$ cat src/rtl/sys_pkg.sv
// Shared command codes, FSM state encoding and helpers for the receive-side
// system controller.
package sys_pkg;

  localparam logic [7:0] CMD_RF_WR   = 8'hAA;
  localparam logic [7:0] CMD_RF_RD   = 8'hBB;
  localparam logic [7:0] CMD_ALU_OP  = 8'hCC;
  localparam logic [7:0] CMD_ALU_NOP = 8'hDD;

  localparam int ALU_FUN_W = 4;

  typedef enum logic [3:0] {
    IDLE,
    WR_ADDR,
    WR_DATA,
    RD_ADDR,
    RD_ISSUE,
    ALU_OPA,
    ALU_OPB,
    ALU_FUN_S,
    ALU_ISSUE
  } state_e;

  // States in which the controller is waiting for the next frame byte.
  function automatic logic waitsForByte(input state_e s);
    return (s == WR_ADDR) || (s == WR_DATA) || (s == RD_ADDR) ||
           (s == ALU_OPA) || (s == ALU_OPB) || (s == ALU_FUN_S);
  endfunction

endpackage

$ cat src/rtl/sys_rx_timeout.sv
// Inter-byte timeout: counts idle cycles while a frame is in progress and
// flags expiry so the frame can be abandoned.
module sys_rx_timeout #(
  parameter int TIMEOUT_CYCLES = 1024
) (
  input  logic clk_i,
  input  logic rst_ni,
  input  logic clear_i,
  input  logic active_i,
  output logic expired_o
);

  localparam int CW = (TIMEOUT_CYCLES > 2) ? $clog2(TIMEOUT_CYCLES) : 1;

  logic [CW-1:0] cnt_q, cnt_d;

  assign expired_o = active_i && (cnt_q == CW'(TIMEOUT_CYCLES - 1));

  always_comb begin
    cnt_d = cnt_q;
    if (clear_i || !active_i) begin
      cnt_d = '0;
    end else if (!expired_o) begin
      cnt_d = cnt_q + CW'(1);
    end
  end

  always_ff @(posedge clk_i or negedge rst_ni) begin
    if (!rst_ni) begin
      cnt_q <= '0;
    end else begin
      cnt_q <= cnt_d;
    end
  end

endmodule

$ cat src/rtl/sys_cntr_rx.sv
// Receive-side system controller: decodes UART command frames into register
// file and ALU strobes. Define SYS_RX_TIMEOUT_EN to abandon stalled frames.
module sys_cntr_rx
  import sys_pkg::*;
#(
  parameter int WIDTH          = 8,
  parameter int ADDR_WIDTH     = 4,
  parameter int OPA_ADDR       = 0,
  parameter int OPB_ADDR       = 1,
  parameter int TIMEOUT_CYCLES = 1024
) (
  input  logic                  CLK,
  input  logic                  Reset,
  input  logic [WIDTH-1:0]      Rx_Data,
  input  logic                  Rx_Data_valid,
  input  logic                  Tx_Busy,
  output logic [ADDR_WIDTH-1:0] Address,
  output logic                  WrEn,
  output logic [WIDTH-1:0]      WrData,
  output logic                  RdEn,
  output logic                  ALU_EN,
  output logic [ALU_FUN_W-1:0]  ALU_FUN,
  output logic                  CLK_GATE_EN
);

  if (TIMEOUT_CYCLES < 2) begin : gBadTimeout
    $error("sys_cntr_rx: TIMEOUT_CYCLES must be at least 2");
  end

  state_e                 state_q, state_d;
  logic [ADDR_WIDTH-1:0]  latchAddr_q, latchAddr_d;
  logic [ADDR_WIDTH-1:0]  addr_q, addr_d;
  logic [WIDTH-1:0]       wrData_q, wrData_d;
  logic [ALU_FUN_W-1:0]   aluFun_q, aluFun_d;
  logic                   wrEn_q, wrEn_d;
  logic                   rdEn_q, rdEn_d;
  logic                   aluEn_q, aluEn_d;
  logic                   gate_q, gate_d;
  logic                   timeoutHit;

`ifdef SYS_RX_TIMEOUT_EN
  sys_rx_timeout #(
    .TIMEOUT_CYCLES(TIMEOUT_CYCLES)
  ) uTimeout (
    .clk_i    (CLK),
    .rst_ni   (Reset),
    .clear_i  (Rx_Data_valid),
    .active_i (waitsForByte(state_q)),
    .expired_o(timeoutHit)
  );
`else
  assign timeoutHit = 1'b0;
`endif

  always_comb begin
    state_d     = state_q;
    latchAddr_d = latchAddr_q;
    addr_d      = addr_q;
    wrData_d    = wrData_q;
    aluFun_d    = aluFun_q;
    wrEn_d      = 1'b0;
    rdEn_d      = 1'b0;
    aluEn_d     = 1'b0;
    // Gate stays open while an ALU op is pending and one cycle past ALU_EN.
    gate_d      = (state_q == ALU_FUN_S) || (state_q == ALU_ISSUE) || aluEn_q;

    case (state_q)
      IDLE: begin
        if (Rx_Data_valid) begin
          if (Rx_Data == WIDTH'(CMD_RF_WR))        state_d = WR_ADDR;
          else if (Rx_Data == WIDTH'(CMD_RF_RD))   state_d = RD_ADDR;
          else if (Rx_Data == WIDTH'(CMD_ALU_OP))  state_d = ALU_OPA;
          else if (Rx_Data == WIDTH'(CMD_ALU_NOP)) state_d = ALU_FUN_S;
        end
      end
      WR_ADDR: begin
        if (Rx_Data_valid) begin
          latchAddr_d = Rx_Data[ADDR_WIDTH-1:0];
          state_d     = WR_DATA;
        end else if (timeoutHit) begin
          state_d = IDLE;
        end
      end
      WR_DATA: begin
        if (Rx_Data_valid) begin
          wrEn_d   = 1'b1;
          addr_d   = latchAddr_q;
          wrData_d = Rx_Data;
          state_d  = IDLE;
        end else if (timeoutHit) begin
          state_d = IDLE;
        end
      end
      RD_ADDR: begin
        if (Rx_Data_valid) begin
          latchAddr_d = Rx_Data[ADDR_WIDTH-1:0];
          state_d     = RD_ISSUE;
        end else if (timeoutHit) begin
          state_d = IDLE;
        end
      end
      RD_ISSUE: begin
        if (!Tx_Busy) begin
          rdEn_d  = 1'b1;
          addr_d  = latchAddr_q;
          state_d = IDLE;
        end
      end
      ALU_OPA: begin
        if (Rx_Data_valid) begin
          wrEn_d   = 1'b1;
          addr_d   = ADDR_WIDTH'(OPA_ADDR);
          wrData_d = Rx_Data;
          state_d  = ALU_OPB;
        end else if (timeoutHit) begin
          state_d = IDLE;
        end
      end
      ALU_OPB: begin
        if (Rx_Data_valid) begin
          wrEn_d   = 1'b1;
          addr_d   = ADDR_WIDTH'(OPB_ADDR);
          wrData_d = Rx_Data;
          state_d  = ALU_FUN_S;
        end else if (timeoutHit) begin
          state_d = IDLE;
        end
      end
      ALU_FUN_S: begin
        if (Rx_Data_valid) begin
          aluFun_d = Rx_Data[ALU_FUN_W-1:0];
          state_d  = ALU_ISSUE;
        end else if (timeoutHit) begin
          state_d = IDLE;
        end
      end
      ALU_ISSUE: begin
        if (!Tx_Busy) begin
          aluEn_d = 1'b1;
          state_d = IDLE;
        end
      end
      default: begin
        state_d = IDLE;
        gate_d  = 1'b0;
      end
    endcase
  end

  always_ff @(posedge CLK or negedge Reset) begin
    if (!Reset) begin
      state_q     <= IDLE;
      latchAddr_q <= '0;
      addr_q      <= '0;
      wrData_q    <= '0;
      aluFun_q    <= '0;
      wrEn_q      <= 1'b0;
      rdEn_q      <= 1'b0;
      aluEn_q     <= 1'b0;
      gate_q      <= 1'b0;
    end else begin
      state_q     <= state_d;
      latchAddr_q <= latchAddr_d;
      addr_q      <= addr_d;
      wrData_q    <= wrData_d;
      aluFun_q    <= aluFun_d;
      wrEn_q      <= wrEn_d;
      rdEn_q      <= rdEn_d;
      aluEn_q     <= aluEn_d;
      gate_q      <= gate_d;
    end
  end

  assign Address     = addr_q;
  assign WrEn        = wrEn_q;
  assign WrData      = wrData_q;
  assign RdEn        = rdEn_q;
  assign ALU_EN      = aluEn_q;
  assign ALU_FUN     = aluFun_q;
  assign CLK_GATE_EN = gate_q;

endmodule

$ cat config.mk
export PLATFORM = sky130hd
export DESIGN_NAME = sys_cntr_rx
export DESIGN_NICKNAME = d
export VERILOG_FILES = /design/src/rtl/sys_pkg.sv /design/src/rtl/sys_rx_timeout.sv /design/src/rtl/sys_cntr_rx.sv
export SDC_FILE = /design/constraint.sdc
export NUM_CORES = 1
export LEC_CHECK = 0
export CAP_MARGIN = 40
export CORE_UTILIZATION = 44
export CTS_CLUSTER_SIZE = 40
export DETAILED_ROUTE_END_ITERATION = 12
export MAX_ROUTING_LAYER = met4
export PLACE_DENSITY_LB_ADDON = 0.15
export SLEW_MARGIN = 15
export SYNTH_ARGS = -nofsm -noshare
export SYNTH_HDL_FRONTEND = slang
export SYNTH_SLANG_ARGS = --single-unit
$ cat constraint.sdc
create_clock -name CLK -period 1.67 [get_ports CLK]
set_input_delay 0.167 -clock CLK [delete_from_list [all_inputs] [get_ports CLK]]
set_output_delay 0.167 -clock CLK [all_outputs]
set_load 0.01 [all_outputs]
# Word-level counts from Yosys, hierarchy flattened
# Index checks and enable logic that the tools add are counted.
# Widths: inputs -> output; s select.
# word_totals
register_bits	28
out_inout_bits	20
# op_classes
n_eq_ne	22
n_mux	23
n_reduce_logical	13
# op_table
operator	count
$mux 4	15
$eq 8x8->1 const B	4
$pmux 4 s8	1
$ne 2x2->1 const B	9
$eq 4x3->1 const B	4
$pmux 4 s4	1
$reduce_and 9->1	1
$reduce_or 9->1	1
$eq 4x2->1 const B	2
$mux 1	6
$reduce_and 2->1	3
$ne 5x5->1 const B	1
$reduce_and 5->1	1
$eq 4x1->1 const B	1
$eq 4x4->1 const B	1
$logic_not 4->1	1
$reduce_bool 4->1	1
$reduce_or 2->1	2
$reduce_or 3->1	1
$logic_or 1x1->1	2

# Longest topological paths before layout
# logic_depth
depth_word	7
ltp_mapped	6
ltp_nobuf	4

# Worst setup path after synthesis
# OpenSTA, ideal clock, no wires.
# synth_path
kind	register to register
from	register state_q[1]
to	register aluFun_q[0] (netlist: ALU_FUN[0])
setup_time_ns	0.125
arrival_ns	1.454
slack_ns	0.091
path_stages_with_launch	6
n_path_buf	1
synth_period_minus_slack_ns	1.579
path_cell_list	dfrtp_1 -> buf_6 -> or3b_4 -> o32ai_4 -> nor3_4 -> mux2_4
# synth_via
elab_chain_len	2
# synth_rtl
element	line	source
from (decl)	sys_cntr_rx.sv:30	state_e state_q, state_d;
from (signal assigned)	sys_cntr_rx.sv:162	state_q <= state_d;
$eq 4x3->1	sys_cntr_rx.sv:67	case (state_q)
$reduce_and 2->1 (no line)	-	
to (signal assigned)	sys_cntr_rx.sv:166	aluFun_q <= aluFun_d;
to (decl)	sys_cntr_rx.sv:34	logic [ALU_FUN_W-1:0] aluFun_q, aluFun_d;
# Every way passes these cells.
# A chain may end at the register's enable or synchronous reset.

# Worst setup path in the final report
# layout_path
from	register state_q[2]
to	register state_q[2]
# layout_via
elab_chain_len	4
# layout_rtl
element	line
$eq 4x4->1 or $eq 4x3->1 (tied branches)	sys_cntr_rx.sv:67
$reduce_or 2->1 (no line)	-
$ne 2x2->1 (no line)	-
$reduce_and 9->1 (no line)	-
# Several ways; a longest one is shown, not always the timed one.

==> summary.txt <==
Placement
  – Setup slack at placement: -0.0692 ns
  – # placed instances: 185
  – Placed inst area: 1800 um^2
  – DP HPWL: 2.13 mm
  – Buffers added on ports: 31
  – Gpl congestion: 0.759

Timing
  – Maximum operating frequency: 0.615 GHz
  – Final clock period utilization by the worst path: 0.974
  – Setup Skew: 0.00295 ns
  – Slew Viols, Final: 0
  – Final setup violation count: 0
  – Least-Margin Pin Slew: 0.356 ns
  – Setup repair after global routing missed its margin: yes
  – Post-route setup slack: 0.0438 ns
  – Max transition margin: 0.762
  – Total negative slack for setup checks: 0 ns
  – Number of hold violations in the final report: 0
  – Shortest period the worst path allows: 1.63 ns

Pwr
  – Largest voltage drop on the vdd net: 0.600 mV
  – PwrDens: 1080 nW/um^2
  – Final total power: 0.00202 W
  – Total leakage power: 0.823 nW

Cells and area
  – Final net count: 173
  – Area growth from synthesis to layout: 35.9%
  – Cell Count, Final, Fillers Out: 191
  – Fill cells: 236
  – Final antenna diode count: 0
  – Layout Cell Area excl Fill: 1870 um^2
  – Share of cells above drive strength 1: 0.300

Setup path
  – R2R depth: 5
  – Kind of capture point of the worst setup path: flop
  – Max FO, Critical Path: 6
  – Worst stage delay on the critical path: 0.48 ns
  – Cell occurring most often along the worst timing path: sky130_fd_sc_hd__buf_4
  – Data arrival, critical path: 1.88 ns
  – Required time at the endpoint of the critical path: 1.93 ns
  – Kind of cell with the highest combined delay on the critical path: flip-flops
  – Type of the worst setup path: reg2reg
  – Critical Path Source Type: flop
  – Buffers & Inverters on Critical Path: 2
  – Number of logic stages on the critical path including buffering: 5
  – Series of cell instances along the critical path: buf_4 -> buf_4 -> or3_1 -> o41a_1 -> o21ai_1
  – CP max stage cell: sky130_fd_sc_hd__dfrtp_2

Detailed routing
  – Number of DRC violations after detailed routing: 2
  – Final Routed Wirelength: 2.92 mm
  – Detailed Routing Iterations Pass 1: 7
  – Remaining antenna violation count after routing: 0
  – Number of vias per cell: 5.40
  – Via count: 1,032
  – DRC violation total after the first TritonRoute iteration: 14
  – Average routed wire per standard cell: 15.3 um

Logic synthesis
  – Portion of the post-synthesis area used by sequential elements: 0.508
  – Count of mapped cells out of synthesis: 115
  – Number of nets in the synthesized netlist: 127
  – Cell type with the highest aggregate area in the netlist: sky130_fd_sc_hd__dfrtp_1
  – Distinct cells, synth: 37
  – Most used flip-flop cell after synthesis: sky130_fd_sc_hd__dfrtp_1
  – Number of flops mapped to enable cells by yosys: 0
  – Top cells by area in the synthesized netlist: sky130_fd_sc_hd__dfrtp_1 (51%), sky130_fd_sc_hd__mux2_2 (11%), sky130_fd_sc_hd__mux2_4 (4.4%)
  – Total number of yosys warnings: 0
  – Cell with the most instances after synthesis: sky130_fd_sc_hd__dfrtp_1
  – Top-area cell type share of the netlist area: 0.508
  – Mean cell area of the mapped netlist: 12.0 um^2
  – Mapped cell area: 1380 um^2
  – Yosys reg bits: 28
  – Most used standard cells in the synthesized netlist: sky130_fd_sc_hd__dfrtp_1 (28), sky130_fd_sc_hd__mux2_2 (13), sky130_fd_sc_hd__nand2_1 (10)
  – Share of flip-flops with an asynchronous set or reset: 1.00

Clock network
  – Clock transition at path regs: 0.14 ns
  – Clock Tree Root: sky130_fd_sc_hd__clkbuf_4
  – Clock buffer depth: 2
  – H-tree lvl count: 1
  – Clk sink count: 28
  – Total clock buffers created by CTS: 3
  – TritonCTS clock tree: built
  – Clock latency at the later pin of the worst-skew pair: 0.32 ns
  – Number of hold buffers added after CTS: 0

Global route
  – Overflow left after global routing: 0
  – Pin count of the biggest net entering global routing: 29
  – Global-route wire length before repair: 5.00 mm
  – Total global-route track usage: 0.203
  – Via count of the first global-routing pass: 1,111
  – Number of antenna violations at the first check in global routing: 0

Floorplanning
  – Number of standard-cell rows in the floorplan: 19
  – Starting density of the core: 0.483
  – Chip Width: 58.0 um
  – Die extent in y: 58.0 um
  – Count of pins on the block boundary: 32
  – Area of the core: 2850 um^2
  – Area of the die: 3360 um^2

Flow run
  – Total of max-cap violations: 0

Run status
  – Result of the run: complete, but fails checks
  – Failing checks: DRC

Worst hold path
  – Worst hold path type: in2async
## final cells by class
type	instances	area (um^2)	share of cell area
multi-input cells	76	634	0.338
repair buffers	48	445	0.238
clock buffers	4	36.3	0.0194
well taps	31	38.8	0.0207
inverters	4	15.0	0.00801
flip-flops and latches	28	704	0.376
## flip-flops by register name, indices dropped and copies added (netlist names)
name and flops:
ALU_EN 1, ALU_FUN 4, Address 4, CLK_GATE_EN 1, RdEn 1, WrData 8, WrEn 1, latchAddr_q 4
state_q 4
## power by group
| group | internal (W) | switching [W] | total [W] |
|---|---|---|---|
| logic | 0.000463 | 0.000285 | 0.000748 |
| clock network | 0.000133 | 0.000195 | 0.000328 |
| registers | 0.000848 | 0.0000939 | 0.000942 |
## layer usage
metal  up-vias  global-route usage  routed length [um]
met3         2              0.0268                 107
met1       515               0.256                1300
met5         -                   -                   0
met2        17               0.332                1480
li1        498                   -                   -
met4         0              0.0782                  20
## worst paths after layout
kind / from / endpoint / slack [ns]
hold / removal: Reset / state_q[1] / 0.19
hold reg to reg: WrData[3] / WrData[3] / 0.53
min in group CLK: Tx_Busy / ALU_EN / 0.49
max in group asynchronous: Reset / state_q[3] / 1.20
setup reg to reg: state_q[2] / state_q[2] / 0.04
setup / recovery: state_q[2] / state_q[2] / 0.04
## what timing repair did
item,in CTS,in global routing
gates resized for setup,3,4
endpoints found under the setup margin,13,13
setup buffers,2,0
pin swaps,0,1
## metrics by stage
step,utilization,hold slack (ns)
4_1_cts,0.652,0.191
2_1_floorplan,-,-0.129
5_1_grt,0.657,0.234
3_3_place_gp,0.631,0.491
6_report,0.657,0.194
3_5_place_dp,0.631,0.494
## cells in the final DEF, fill, tap and decap left out, types with 3 or more instances in the layout
master / n
sky130_fd_sc_hd__nand2_1: 10
sky130_fd_sc_hd__mux2_2: 13
sky130_fd_sc_hd__nor2_1: 5
sky130_fd_sc_hd__clkbuf_4: 3
sky130_fd_sc_hd__dfrtp_1: 25
sky130_fd_sc_hd__clkdlybuf4s50_1: 31
sky130_fd_sc_hd__inv_1: 4
sky130_fd_sc_hd__dfrtp_2: 3
sky130_fd_sc_hd__mux2_4: 4
sky130_fd_sc_hd__buf_4: 15
sky130_fd_sc_hd__mux2i_1: 4
sky130_fd_sc_hd__a21oi_1: 4
sky130_fd_sc_hd__o21ai_0: 4
## logic make-up (layout without fill, tap and decap cells)
| kind of cell | Yosys count | in the layout | synth area share |
|---|---|---|---|
| buffers and inverters | 11 | 56 | 0.0408 |
| xor gates and xnor gates | 3 | 3 | 0.0191 |
| DFF | 28 | 28 | 0.508 |
| and+or+nand+nor | 32 | 32 | 0.146 |
| muxes | 21 | 21 | 0.179 |
| AOI/OAI and AO/OA | 20 | 20 | 0.107 |
Note: power is estimated with default switching activity, not from simulation.
